### src/rtl/itcm_ext_initiator.sv
// Single-command LSU initiator for the external ITCM port (debug/loader path).
// Optional: define ITCM_EXT_INIT_TIMEOUT_EN to abandon unacked requests.
package SOPHON_PKG;
  typedef struct packed {
    logic        req;
    logic [31:0] addr;
    logic [31:0] wdata;
    logic        we;
    logic [3:0]  strb;
  } lsu_req_t;

  typedef struct packed {
    logic        ack;
    logic        error;
    logic [31:0] rdata;
  } lsu_ack_t;
endpackage

module itcm_ext_initiator
  import SOPHON_PKG::*;
#(
  parameter int unsigned TIMEOUT_CYCLES = 16
) (
  input  logic        clk_i,
  input  logic        rst_ni,
  input  logic        cmd_valid_i,
  output logic        cmd_ready_o,
  input  logic [31:0] cmd_addr_i,
  input  logic [31:0] cmd_wdata_i,
  input  logic        cmd_we_i,
  input  logic [3:0]  cmd_strb_i,
  output logic        rsp_valid_o,
  input  logic        rsp_ready_i,
  output logic [31:0] rsp_rdata_o,
  output logic        rsp_error_o,
  output lsu_req_t    lsu_req_o,
  input  lsu_ack_t    lsu_ack_i
);

  if (TIMEOUT_CYCLES < 4 || TIMEOUT_CYCLES > 255) begin : g_bad_timeout
    $error("TIMEOUT_CYCLES out of range 4..255");
  end

  typedef enum logic [1:0] {
    IDLE = 2'd0,
    REQ  = 2'd1,
    RSP  = 2'd2
  } state_e;

  state_e      state_q, state_d;
  logic [31:0] addr_q, wdata_q, rdata_q;
  logic [3:0]  strb_q;
  logic        we_q, err_q, req;
  logic        aligned, accept, timeout;

  assign aligned = (cmd_addr_i[1:0] == 2'b00);
  assign accept  = (state_q == IDLE) && cmd_valid_i;

`ifdef ITCM_EXT_INIT_TIMEOUT_EN
  localparam int unsigned CNT_W = $clog2(TIMEOUT_CYCLES + 1);
  logic [CNT_W-1:0] cnt_q;

  // Counts REQ cycles already elapsed, so it fires in the last allowed one.
  assign timeout = (state_q == REQ) &&
                   (cnt_q == CNT_W'(TIMEOUT_CYCLES - 1));

  always_ff @(posedge clk_i or negedge rst_ni) begin
    if (!rst_ni) begin
      cnt_q <= '0;
    end else if (state_q == REQ) begin
      cnt_q <= cnt_q + CNT_W'(1);
    end else begin
      cnt_q <= '0;
    end
  end
`else
  assign timeout = 1'b0;
`endif

  always_ff @(posedge clk_i or negedge rst_ni) begin
    if (!rst_ni) begin
      state_q <= IDLE;
    end else begin
      state_q <= state_d;
    end
  end

  always_comb begin
    state_d = state_q;
    unique case (state_q)
      IDLE: begin
        if (cmd_valid_i) begin
          state_d = aligned ? REQ : RSP;
        end
      end
      REQ: begin
        if (lsu_ack_i.ack || timeout) begin
          state_d = RSP;
        end
      end
      RSP: begin
        if (rsp_ready_i) begin
          state_d = IDLE;
        end
      end
      default: state_d = IDLE;
    endcase
  end

  always_comb begin
    cmd_ready_o = 1'b0;
    rsp_valid_o = 1'b0;
    req         = 1'b0;
    unique case (state_q)
      IDLE:    cmd_ready_o = rst_ni;
      REQ:     req         = 1'b1;
      RSP:     rsp_valid_o = 1'b1;
      default: ;
    endcase
  end

  always_ff @(posedge clk_i or negedge rst_ni) begin
    if (!rst_ni) begin
      addr_q  <= '0;
      wdata_q <= '0;
      we_q    <= 1'b0;
      strb_q  <= '0;
      rdata_q <= '0;
      err_q   <= 1'b0;
    end else begin
      if (accept && aligned) begin
        addr_q  <= cmd_addr_i;
        wdata_q <= cmd_wdata_i;
        we_q    <= cmd_we_i;
        strb_q  <= cmd_strb_i;
      end else if (accept) begin
        rdata_q <= '0;
        err_q   <= 1'b1;
      end
      // Ack wins over a simultaneous timeout.
      if (state_q == REQ && lsu_ack_i.ack) begin
        rdata_q <= (we_q || lsu_ack_i.error) ? '0 : lsu_ack_i.rdata;
        err_q   <= lsu_ack_i.error;
      end else if (timeout) begin
        rdata_q <= '0;
        err_q   <= 1'b1;
      end
    end
  end

  assign rsp_rdata_o = rdata_q;
  assign rsp_error_o = err_q;

  assign lsu_req_o = '{
    req:   req,
    addr:  addr_q,
    wdata: wdata_q,
    we:    we_q,
    strb:  strb_q
  };

endmodule

### config.mk
export PLATFORM = sky130hd
export DESIGN_NAME = itcm_ext_initiator
export DESIGN_NICKNAME = d
export VERILOG_FILES = /design/src/rtl/itcm_ext_initiator.sv
export SDC_FILE = /design/constraint.sdc
export NUM_CORES = 1
export LEC_CHECK = 0
export CAP_MARGIN = 20
export CORE_MARGIN = 2
export CORE_UTILIZATION = 35
export CTS_BUF_LIST = sky130_fd_sc_hd__clkbuf_8 sky130_fd_sc_hd__clkbuf_16
export DETAILED_ROUTE_END_ITERATION = 8
export GPL_TIMING_DRIVEN = 0
export PLACE_DENSITY = 0.77
export SYNTH_ARGS = -nofsm -noshare
export SYNTH_HDL_FRONTEND = slang
export SYNTH_SLANG_ARGS = --single-unit
### constraint.sdc
create_clock -name clk_i -period 1.4 [get_ports clk_i]
set_input_delay 0.28 -clock clk_i [delete_from_list [all_inputs] [get_ports clk_i]]
set_output_delay 0.28 -clock clk_i [all_outputs]
set_load 0.005 [all_outputs]
==> flow_metrics.env, run 1 <==
export IMPL_placementRows=38
export IMPL_crit_type="reg2reg"
export IMPL_ant_nets=0
export IMPL_status="finished with violations"
export IMPL_cp_data_arrival_time_ns=1.94
export IMPL_synth_enable_flop_cells=0
export IMPL_wl_per_cell_um=17.8
export IMPL_end_kind="register"
export IMPL_synthArstFlopShare=1.00
export IMPL_io_pins=212
export IMPL_yosysWarningCount=0
export IMPL_peakVddDrop_mv=0.689
export IMPL_start_util=0.358
export IMPL_totalWireLength_mm=11.4
export IMPL_finalSetupViolCount=107
export IMPL_cp_slowest_cell="dfrtp_1"
export IMPL_path_common_cell="buf_6"
export IMPL_die_x_um=109
export IMPL_rsz0062_at_grt="yes"
export IMPL_hold_violations=57
export IMPL_fin_area_um2=7150
export IMPL_htree_levels=3
export IMPL_clock_latency_ns=0.36
export IMPL_grt_pass1_wl_mm=17.3
export IMPL_fp_dieH_um=109
export IMPL_path_cells="buf_6 -> or3b_4 -> a21o_1 -> buf_6 -> clkbuf_16 -> a22o_1"
export IMPL_p_leak_nw=3.53
export IMPL_synth_top_area_frac=0.674
export IMPL_skew_ns=0.00646
export IMPL_ys_seq_area_frac=0.674
export IMPL_ys_ff_latch=104
export IMPL_slew_headroom=0.629
export IMPL_min_period_ns=1.69
export IMPL_gp_congestion=0.767
export IMPL_clk_pin_slew_ns=0.09
export IMPL_fin_ws_ns=-0.292
export IMPL_cap_violations=0
export IMPL_drc=0
export IMPL_syn_inst=239
export IMPL_dpl_cell_area_um2=6230
export IMPL_cts_root_buf="clkbuf_8"
export IMPL_nNetsFinal=608
export IMPL_grt_antenna_before_repair=0
export IMPL_cp_data_required_time_ns=1.65
export IMPL_worst_pin_slew_ns=0.557
export IMPL_max_stage_delay_ns=0.41
export IMPL_fin_cells=643
export IMPL_vias_per_cell=4.72
export IMPL_clock_path_buffers=2
export IMPL_fmax_ghz=0.591
export IMPL_drive_gt1_frac=0.298
export IMPL_cts_buffers=9
export IMPL_synth_common_cells="dfrtp_1 (104), mux2_2 (67), a22o_1 (32), buf_2 (10), buf_6 (4)"
export IMPL_startpoint_type="register"
export IMPL_tritoncts="done"
export IMPL_yosysMostFrequentCell="dfrtp_1"
export IMPL_core_um2=10800
export IMPL_ys_flop_type="dfrtp_1"
export IMPL_post_route_period_util=1.21
export IMPL_first_iter_violations=112
export IMPL_synth_top_area_cell="dfrtp_1"
export IMPL_fillCellCount=818
export IMPL_crit_fanout=8
export IMPL_holdWs_ns=-0.120
export IMPL_dr_pass1_iters=4
export IMPL_utilization=0.663
export IMPL_p_per_area_nw_per_um2=1390
export IMPL_post_dp_hpwl_mm=7.60
export IMPL_place_ws_ns=-0.592
export IMPL_area_delta_synth_final_pct=85.3
export IMPL_rrSetupSlack_ns=-0.29
export IMPL_dr_total_vias=3032
export IMPL_syn_area_um2=3860
export IMPL_grt_pass1_vias=3303
export IMPL_synth_net_count=346
export IMPL_hp_class="in2async"
export IMPL_syn_mean_instance_area_um2=16.2
export IMPL_synth_area_leaders="dfrtp_1 (67%), mux2_2 (20%), a22o_1 (7.3%)"
export IMPL_overflow=0
export IMPL_synthDistinctLibCells=20
export IMPL_grt_max_degree=60
export IMPL_numPortBuffers=211
export IMPL_dp_cells=591
export IMPL_dieArea_um2=11900
export IMPL_slew_viol_final=0
export IMPL_violations="negative hold slack, negative setup slack"
export IMPL_grt_use_total=0.192
export IMPL_cts_sinks=104
export IMPL_antenna_cells=0
[cells by family (layout without fill, tap and decap cells)]
kind of cell / after synthesis / count (layout) / synth area share
AO/OA/AOI/OAI: 36 / 36 / 0.0797
buffers and inverters: 20 / 284 / 0.0324
flip-flops: 104 / 104 / 0.674
multiplexers: 67 / 67 / 0.195
AND/OR/NAND/NOR: 12 / 12 / 0.0182
[layer usage]
metal	GRT usage	vias to the layer above	wire length, µm	share of wire
li1	-	1373	-	-
met1	0.230	1504	4410	0.39
met5	0	-	0	0
met3	0.0520	20	956	0.084
met2	0.323	135	5780	0.51
met4	0.0833	0	289	0.025
[area by class of cell]
class	instances	area, µm²	area share
inverter	3	11.3	0.00157
tap	140	175	0.0245
buffer	17	250	0.0350
multi-input combinational	115	1430	0.200
timing repair buffer	251	2490	0.348
clock buffer	9	124	0.0173
sequential	104	2600	0.364
clock inverter	4	72.6	0.0101
[report_power, final]
| group | total [W] | internal, W | switching, W |
|---|---|---|---|
| sequential | 0.00431 | 0.00386 | 0.000455 |
| clock | 0.00194 | 0.000976 | 0.000960 |
| combinational | 0.00372 | 0.00258 | 0.00113 |
[what timing repair did]
item	4_1_cts	5_1_grt
gates resized for setup	216	10
hold endpoints to repair	57	57
setup endpoints to repair	205	108
cloned	4	7
pin swaps	4	4
setup buffers	26	3
[final timing paths]
path / startpoint / end / cells past startpoint
hold reg to reg: wdata_q[31] / wdata_q[31] / 1
setup reg to reg: state_q[0] / rsp_rdata_o[7] / 6
setup / recovery: state_q[0] / rsp_rdata_o[7] / 6
min in group clk_i: rsp_ready_i / state_q[1] / 2
hold / removal: rst_ni / wdata_q[23] / 1
max in group asynchronous: rst_ni / wdata_q[20] / 2
[metrics by stage]
stage,TNS (ns),total power [W]
after detailed placement,-48.63,0.00779
after global routing,-29.34,0.0106
final,-23.65,0.00997
after global placement,-435.97,0.00765
after CTS,-21.18,0.00997
after floorplan,-1.19,0.00538
[worst max-delay path, delay by kind of cell (launching register included)]
family                 cells  cell delay [ns]
buffers and inverters      3             0.43
AND/OR/NAND/NOR            1             0.37
flip-flops                 1             0.41
AO/OA/AOI/OAI              2             0.39
[registers in the layout (all words and copies together) (netlist names)]
name,cells
rsp_rdata_o,32
strb_q,4
we_q,1
rsp_error_o,1
state_q,2
wdata_q,32
addr_q,32
[cells in the final DEF, fill, tap and decap left out, drive strengths merged, types with 2 or more instances in the layout]
cell,netlist,routed
a21o,2,2
buf,16,51
nor2,3,3
dfrtp,104,104
dlygate4sd2,0,101
inv,3,3
clkbuf,1,19
mux2,67,67
a22o,32,32
bufinv,0,2
clkdlybuf4s50,0,105
nor2b,3,3
(Power assumes the default switching activity.)
==> inputs of run 2 (changes only) <==
--- a/config.mk
+++ b/config.mk
@@ -10,7 +10,6 @@
 export CORE_UTILIZATION = 35
 export CTS_BUF_LIST = sky130_fd_sc_hd__clkbuf_8 sky130_fd_sc_hd__clkbuf_16
 export DETAILED_ROUTE_END_ITERATION = 8
-export GPL_TIMING_DRIVEN = 0
 export PLACE_DENSITY = 0.77
 export SYNTH_ARGS = -nofsm -noshare
 export SYNTH_HDL_FRONTEND = slang
==> flow_metrics.env, run 2 (synthesized netlist as in run 1, its figures left out) <==
export IMPL_dr_pass1_iters=4
export IMPL_drc=0
export IMPL_fin_ws_ns=-0.226
export IMPL_die_x_um=109
export IMPL_rsz0062_at_grt="yes"
export IMPL_wl_per_cell_um=18.6
export IMPL_totalWireLength_mm=11.7
export IMPL_drive_gt1_frac=0.271
export IMPL_tritoncts="done"
export IMPL_cp_slowest_cell="dfrtp_1"
export IMPL_slew_viol_final=0
export IMPL_p_sw_w=0.00258
export IMPL_first_iter_violations=87
export IMPL_area_delta_synth_final_pct=79.4
export IMPL_violations="negative setup slack"
export IMPL_grt_use_total=0.186
export IMPL_seqPwrFrac=0.421
export IMPL_startpoint_type="register"
export IMPL_grt_pass1_wl_mm=16.6
export IMPL_crit_type="reg2reg"
export IMPL_cts_root_buf="clkbuf_8"
export IMPL_nNetsFinal=589
export IMPL_ant_nets=0
export IMPL_max_stage_delay_ns=0.42
export IMPL_multi_input_area_um2=1380
export IMPL_overflow=0
export IMPL_holdWs_ns=0.0208
export IMPL_power_frac_clock=0.234
export IMPL_clock_path_buffers=2
export IMPL_total_power_w=0.0103
export IMPL_placementRows=38
export IMPL_cts_buffers=9
export IMPL_worst_pin_slew_ns=0.540
export IMPL_grt_max_degree=105
export IMPL_hp_class="in2async"
export IMPL_mostFrequentLayoutCells="clkdlybuf4s50_1 (105), dfrtp_1 (104), dlygate4sd2_1 (102)"
export IMPL_htree_levels=3
export IMPL_fillCellCount=824
export IMPL_skew_ns=0.00579
export IMPL_hold_violations=0
export IMPL_gp_congestion=0.784
export IMPL_path_cells="buf_6 -> or3b_1 -> a21o_1 -> buf_12 -> a22o_1"
export IMPL_crit_fanout=34
export IMPL_cp_data_arrival_time_ns=1.86
export IMPL_slew_headroom=0.640
export IMPL_layout_commonest_cell="clkdlybuf4s50_1"
export IMPL_utilization=0.641
export IMPL_cap_violations=0
export IMPL_fp_dieH_um=109
export IMPL_post_route_period_util=1.16
export IMPL_min_period_ns=1.63
export IMPL_cp_data_required_time_ns=1.64
export IMPL_start_util=0.358
export IMPL_peakVddDrop_mv=0.783
export IMPL_power_share_switching=0.251
export IMPL_p_leak_nw=3.41
export IMPL_clk_pin_slew_ns=0.09
export IMPL_cts_sinks=104
export IMPL_grt_pass1_vias=3141
export IMPL_io_pins=212
export IMPL_end_kind="register"
export IMPL_register_area_um2=2600
export IMPL_vias_per_cell=4.69
export IMPL_ctsHoldBuffers=0
export IMPL_p_per_area_nw_per_um2=1480
export IMPL_finalSetupViolCount=106
export IMPL_post_dp_hpwl_mm=7.09
export IMPL_status="finished with violations"
export IMPL_dieArea_um2=11900
export IMPL_p_comb_frac=0.345
export IMPL_grt_antenna_before_repair=0
export IMPL_antenna_cells=0
export IMPL_intPower_w=0.00770
export IMPL_dr_total_vias=2940
export IMPL_core_um2=10800
export IMPL_clock_latency_ns=0.35
export IMPL_fmax_ghz=0.615
export IMPL_numPortBuffers=211
[run 2: cell types whose count changed in the layout (fill, tap and decap cells not counted), moves of 6 or more]
cell       previous run  this run
mux2_4               67        60
buf_6                11         4
clkbuf_16             8         1
buf_4                27        21
mux2_2                0         7
[run 2: worst paths after layout]
kind	depth (start not counted)	slack (ns)	endpoint	from
min in group clk_i	2	0.48	state_q[1]	rsp_ready_i
max in group asynchronous	2	0.99	rsp_rdata_o[7]	rst_ni
setup reg to reg	5	-0.23	rsp_rdata_o[2]	state_q[0]
hold reg to reg	1	0.51	strb_q[1]	strb_q[1]
setup / recovery	5	-0.23	rsp_rdata_o[2]	state_q[0]
hold / removal	2	0.02	wdata_q[7]	rst_ni
[run 2: power by group through the flow]
stage                     clock [W]  sequential (W)  combinational (W)
after global placement            0         0.00432            0.00327
after CTS                   0.00246         0.00428            0.00319
after detailed placement          0         0.00438            0.00335
after global routing        0.00259         0.00444            0.00379
after floorplan                   0         0.00441           0.000974
final                       0.00240         0.00433            0.00354
[run 2: layout make-up]
cell class	count	share of cell area
flip-flops and latches	104	0.376
repair buffers	249	0.359
multi-input cells	115	0.199
well taps	140	0.0253
clock buffers	10	0.0199
clock inverters	6	0.0188
inverters	3	0.00163
[run 2: routing by layer]
metal  vias to the layer above  routed length [µm]  GRT usage
li1                       1335                   -          -
met1                      1460                4850      0.224
met2                       131                5780      0.321
met3                        14                 873     0.0556
met4                         0                 168     0.0549
met5                         -                   0          0
[run 2: timing repair]
action	in CTS	in global routing
resized for setup	145	57
setup buffers	27	2
cloned	5	1
endpoints found under the setup margin	205	106
pin swaps	2	1
[run 2: critical path, delay by kind of cell, from the launching register on]
| kind | cells | cell delay, ns |
|---|---|---|
| buffers and inverters | 2 | 0.31 |
| flip-flops | 1 | 0.42 |
| AND/OR/NAND/NOR | 1 | 0.34 |
| AO/OA/AOI/OAI | 2 | 0.43 |
[run 2: stage by stage]
| step | setup slack (ns) | instances | area [µm²] | setup TNS [ns] |
|---|---|---|---|---|
| 2_1_floorplan | -0.0429 | 239 | 3910 | -1.19 |
| 3_3_place_gp | -0.468 | 579 | 6130 | -45.22 |
| 3_5_place_dp | -0.505 | 579 | 6130 | -47.95 |
| 4_1_cts | -0.218 | 625 | 6710 | -19.11 |
| 5_1_grt | -0.267 | 627 | 6920 | -24.43 |
| 6_report | -0.226 | 627 | 6920 | -18.59 |
==> inputs of run 3 (changes only) <==
--- a/config.mk
+++ b/config.mk
@@ -7,10 +7,12 @@
 export LEC_CHECK = 0
 export CAP_MARGIN = 20
 export CORE_MARGIN = 2
-export CORE_UTILIZATION = 35
+export CORE_UTILIZATION = 39
 export CTS_BUF_LIST = sky130_fd_sc_hd__clkbuf_8 sky130_fd_sc_hd__clkbuf_16
 export DETAILED_ROUTE_END_ITERATION = 8
-export PLACE_DENSITY = 0.77
+export MAX_ROUTING_LAYER = met4
+export PLACE_DENSITY = 0.81
+export SETUP_SLACK_MARGIN = 0.15
 export SYNTH_ARGS = -nofsm -noshare
 export SYNTH_HDL_FRONTEND = slang
 export SYNTH_SLANG_ARGS = --single-unit
==> constraint.sdc (replaced) <==
create_clock -name clk_i -period 1.8 [get_ports clk_i]
set_input_delay 0.36 -clock clk_i [delete_from_list [all_inputs] [get_ports clk_i]]
set_output_delay 0.36 -clock clk_i [all_outputs]
set_load 0.005 [all_outputs]
==> flow_metrics.env, run 3 (synthesized netlist as in run 1, its figures left out) <==
export IMPL_crit_type="reg2reg"
export IMPL_first_iter_violations=63
export IMPL_wl_per_cell_um=19.3
export IMPL_post_dp_hpwl_mm=7.25
export IMPL_ctsHoldBuffers=0
export IMPL_crit_fanout=12
export IMPL_wl_met3_um=749
export IMPL_dr_total_vias=3027
export IMPL_ant_nets=0
export IMPL_antenna_cells=0
export IMPL_gp_congestion=0.822
export IMPL_vias_per_cell=4.87
export IMPL_grt_pass1_wl_mm=14.6
export IMPL_rsz0062_at_grt="yes"
export IMPL_grt_max_degree=105
export IMPL_dp_cells=573
export IMPL_setup_tns_ns=-0.233
export IMPL_p_leak_nw=3.55
export IMPL_hp_class="in2async"
export IMPL_cts_root_buf="clkbuf_8"
export IMPL_finalSetupViolCount=12
export IMPL_p_per_area_nw_per_um2=1140
export IMPL_dr_pass1_iters=4
export IMPL_wl_met2_mm=6.20
export IMPL_mostFrequentLayoutCells="clkdlybuf4s50_1 (171), dfrtp_1 (102), mux2_4 (58)"
export IMPL_slew_viol_final=0
export IMPL_grt_use_total=0.187
export IMPL_worst_pin_slew_ns=0.546
export IMPL_io_pins=212
export IMPL_violations="negative setup slack"
export IMPL_clock_latency_ns=0.37
export IMPL_cts_buffers=9
export IMPL_timing_critical_path_to="wdata_q[24]"
export IMPL_drc=0
export IMPL_tritoncts="done"
export IMPL_cts_sinks=104
export IMPL_cap_violations=0
export IMPL_cp_data_required_time_ns=2.06
export IMPL_fin_ws_ns=-0.0336
export IMPL_hold_violations=0
export IMPL_rrSetupSlack_ns=-0.03
export IMPL_overflow=0
export IMPL_dpl_cell_area_um2=6130
export IMPL_critPathLaunch="state_q[1]"
export IMPL_min_period_ns=1.83
export IMPL_start_util=0.399
export IMPL_slew_headroom=0.636
export IMPL_layout_commonest_cell="clkdlybuf4s50_1"
export IMPL_highest_layer="met4"
export IMPL_status="finished with violations"
export IMPL_totalWireLength_mm=12.0
export IMPL_r2r_start="state_q[1]"
export IMPL_cp_data_arrival_time_ns=2.09
export IMPL_nNetsFinal=591
export IMPL_fin_area_um2=7060
export IMPL_numPortBuffers=211
export IMPL_fp_dieH_um=103
export IMPL_dieArea_um2=10700
export IMPL_r2r_end="wdata_q[24]"
export IMPL_r2r_cells=7
export IMPL_area_delta_synth_final_pct=82.8
export IMPL_placementRows=36
export IMPL_wl_met1_mm=4.87
export IMPL_htree_levels=3
export IMPL_peakVddDrop_mv=0.714
export IMPL_end_kind="register"
export IMPL_grt_antenna_before_repair=0
export IMPL_drive_gt1_frac=0.274
export IMPL_fmax_ghz=0.545
export IMPL_fin_cells=622
export IMPL_core_um2=9680
export IMPL_clock_path_buffers=2
export IMPL_place_ws_ns=-0.201
export IMPL_grt_pass1_vias=2971
export IMPL_post_route_period_util=1.02
export IMPL_clk_pin_slew_ns=0.10
export IMPL_skew_ns=0.00862
export IMPL_startpoint_type="register"
export IMPL_utilization=0.729
export IMPL_die_x_um=103
## run 3: worst min path at each step
stage / endpoint / slack [ns]
after floorplan: addr_q[0] / 0.06
after global placement: wdata_q[31] / 0.47
after detailed placement: addr_q[1] / 0.48
after CTS: rsp_rdata_o[29] / 0.08
after global routing: wdata_q[31] / 0.08
final: state_q[1] / 0.05
## run 3: power breakdown
group / internal (W) / switching, W
registers: 0.00300 / 0.000380
clock network: 0.000659 / 0.000851
logic: 0.00227 / 0.000892
## run 3: cell type report
type	instances	area (µm²)
Clock buffer	9	124
Multi-Input combinational cell	116	1400
Clock inverter	7	77.6
Inverter	3	11.3
Timing Repair Buffer	250	2670
Sequential cell	104	2610
Fill cell	618	2630
Tap cell	133	166
## run 3: stage by stage
stage / power, W / hold WS [ns]
floorplan: 0.00416 / 0.0644
global placement: 0.00589 / 0.474
detailed placement: 0.00600 / 0.484
CTS: 0.00755 / 0.0763
global route: 0.00844 / 0.0792
finish: 0.00806 / 0.0518
## run 3: what timing repair did
| item | 4_1_cts | 5_1_grt |
|---|---|---|
| pin swaps | 1 | 32 |
| endpoints found under the setup margin | 7 | 108 |
| gates cloned | 0 | 9 |
| buffers inserted | 5 | 19 |
| resized for setup | 7 | 118 |
| hold endpoints to repair | 0 | 0 |
## run 3: routing by layer
metal | vias up | track usage
met1 | 1539 | 0.215
met2 | 120 | 0.308
li1 | 1346 | -
met3 | 22 | 0.0444
met4 | 0 | 0.0891
met5 | - | -
## run 3: critical path: stages, from the launching register on
cell and delay, ns:
dfrtp_2 0.46, nor2_4 0.11, buf_6 0.11, buf_6 0.09
buf_6 0.09, and3_4 0.32, buf_12 0.20, mux2_2 0.34
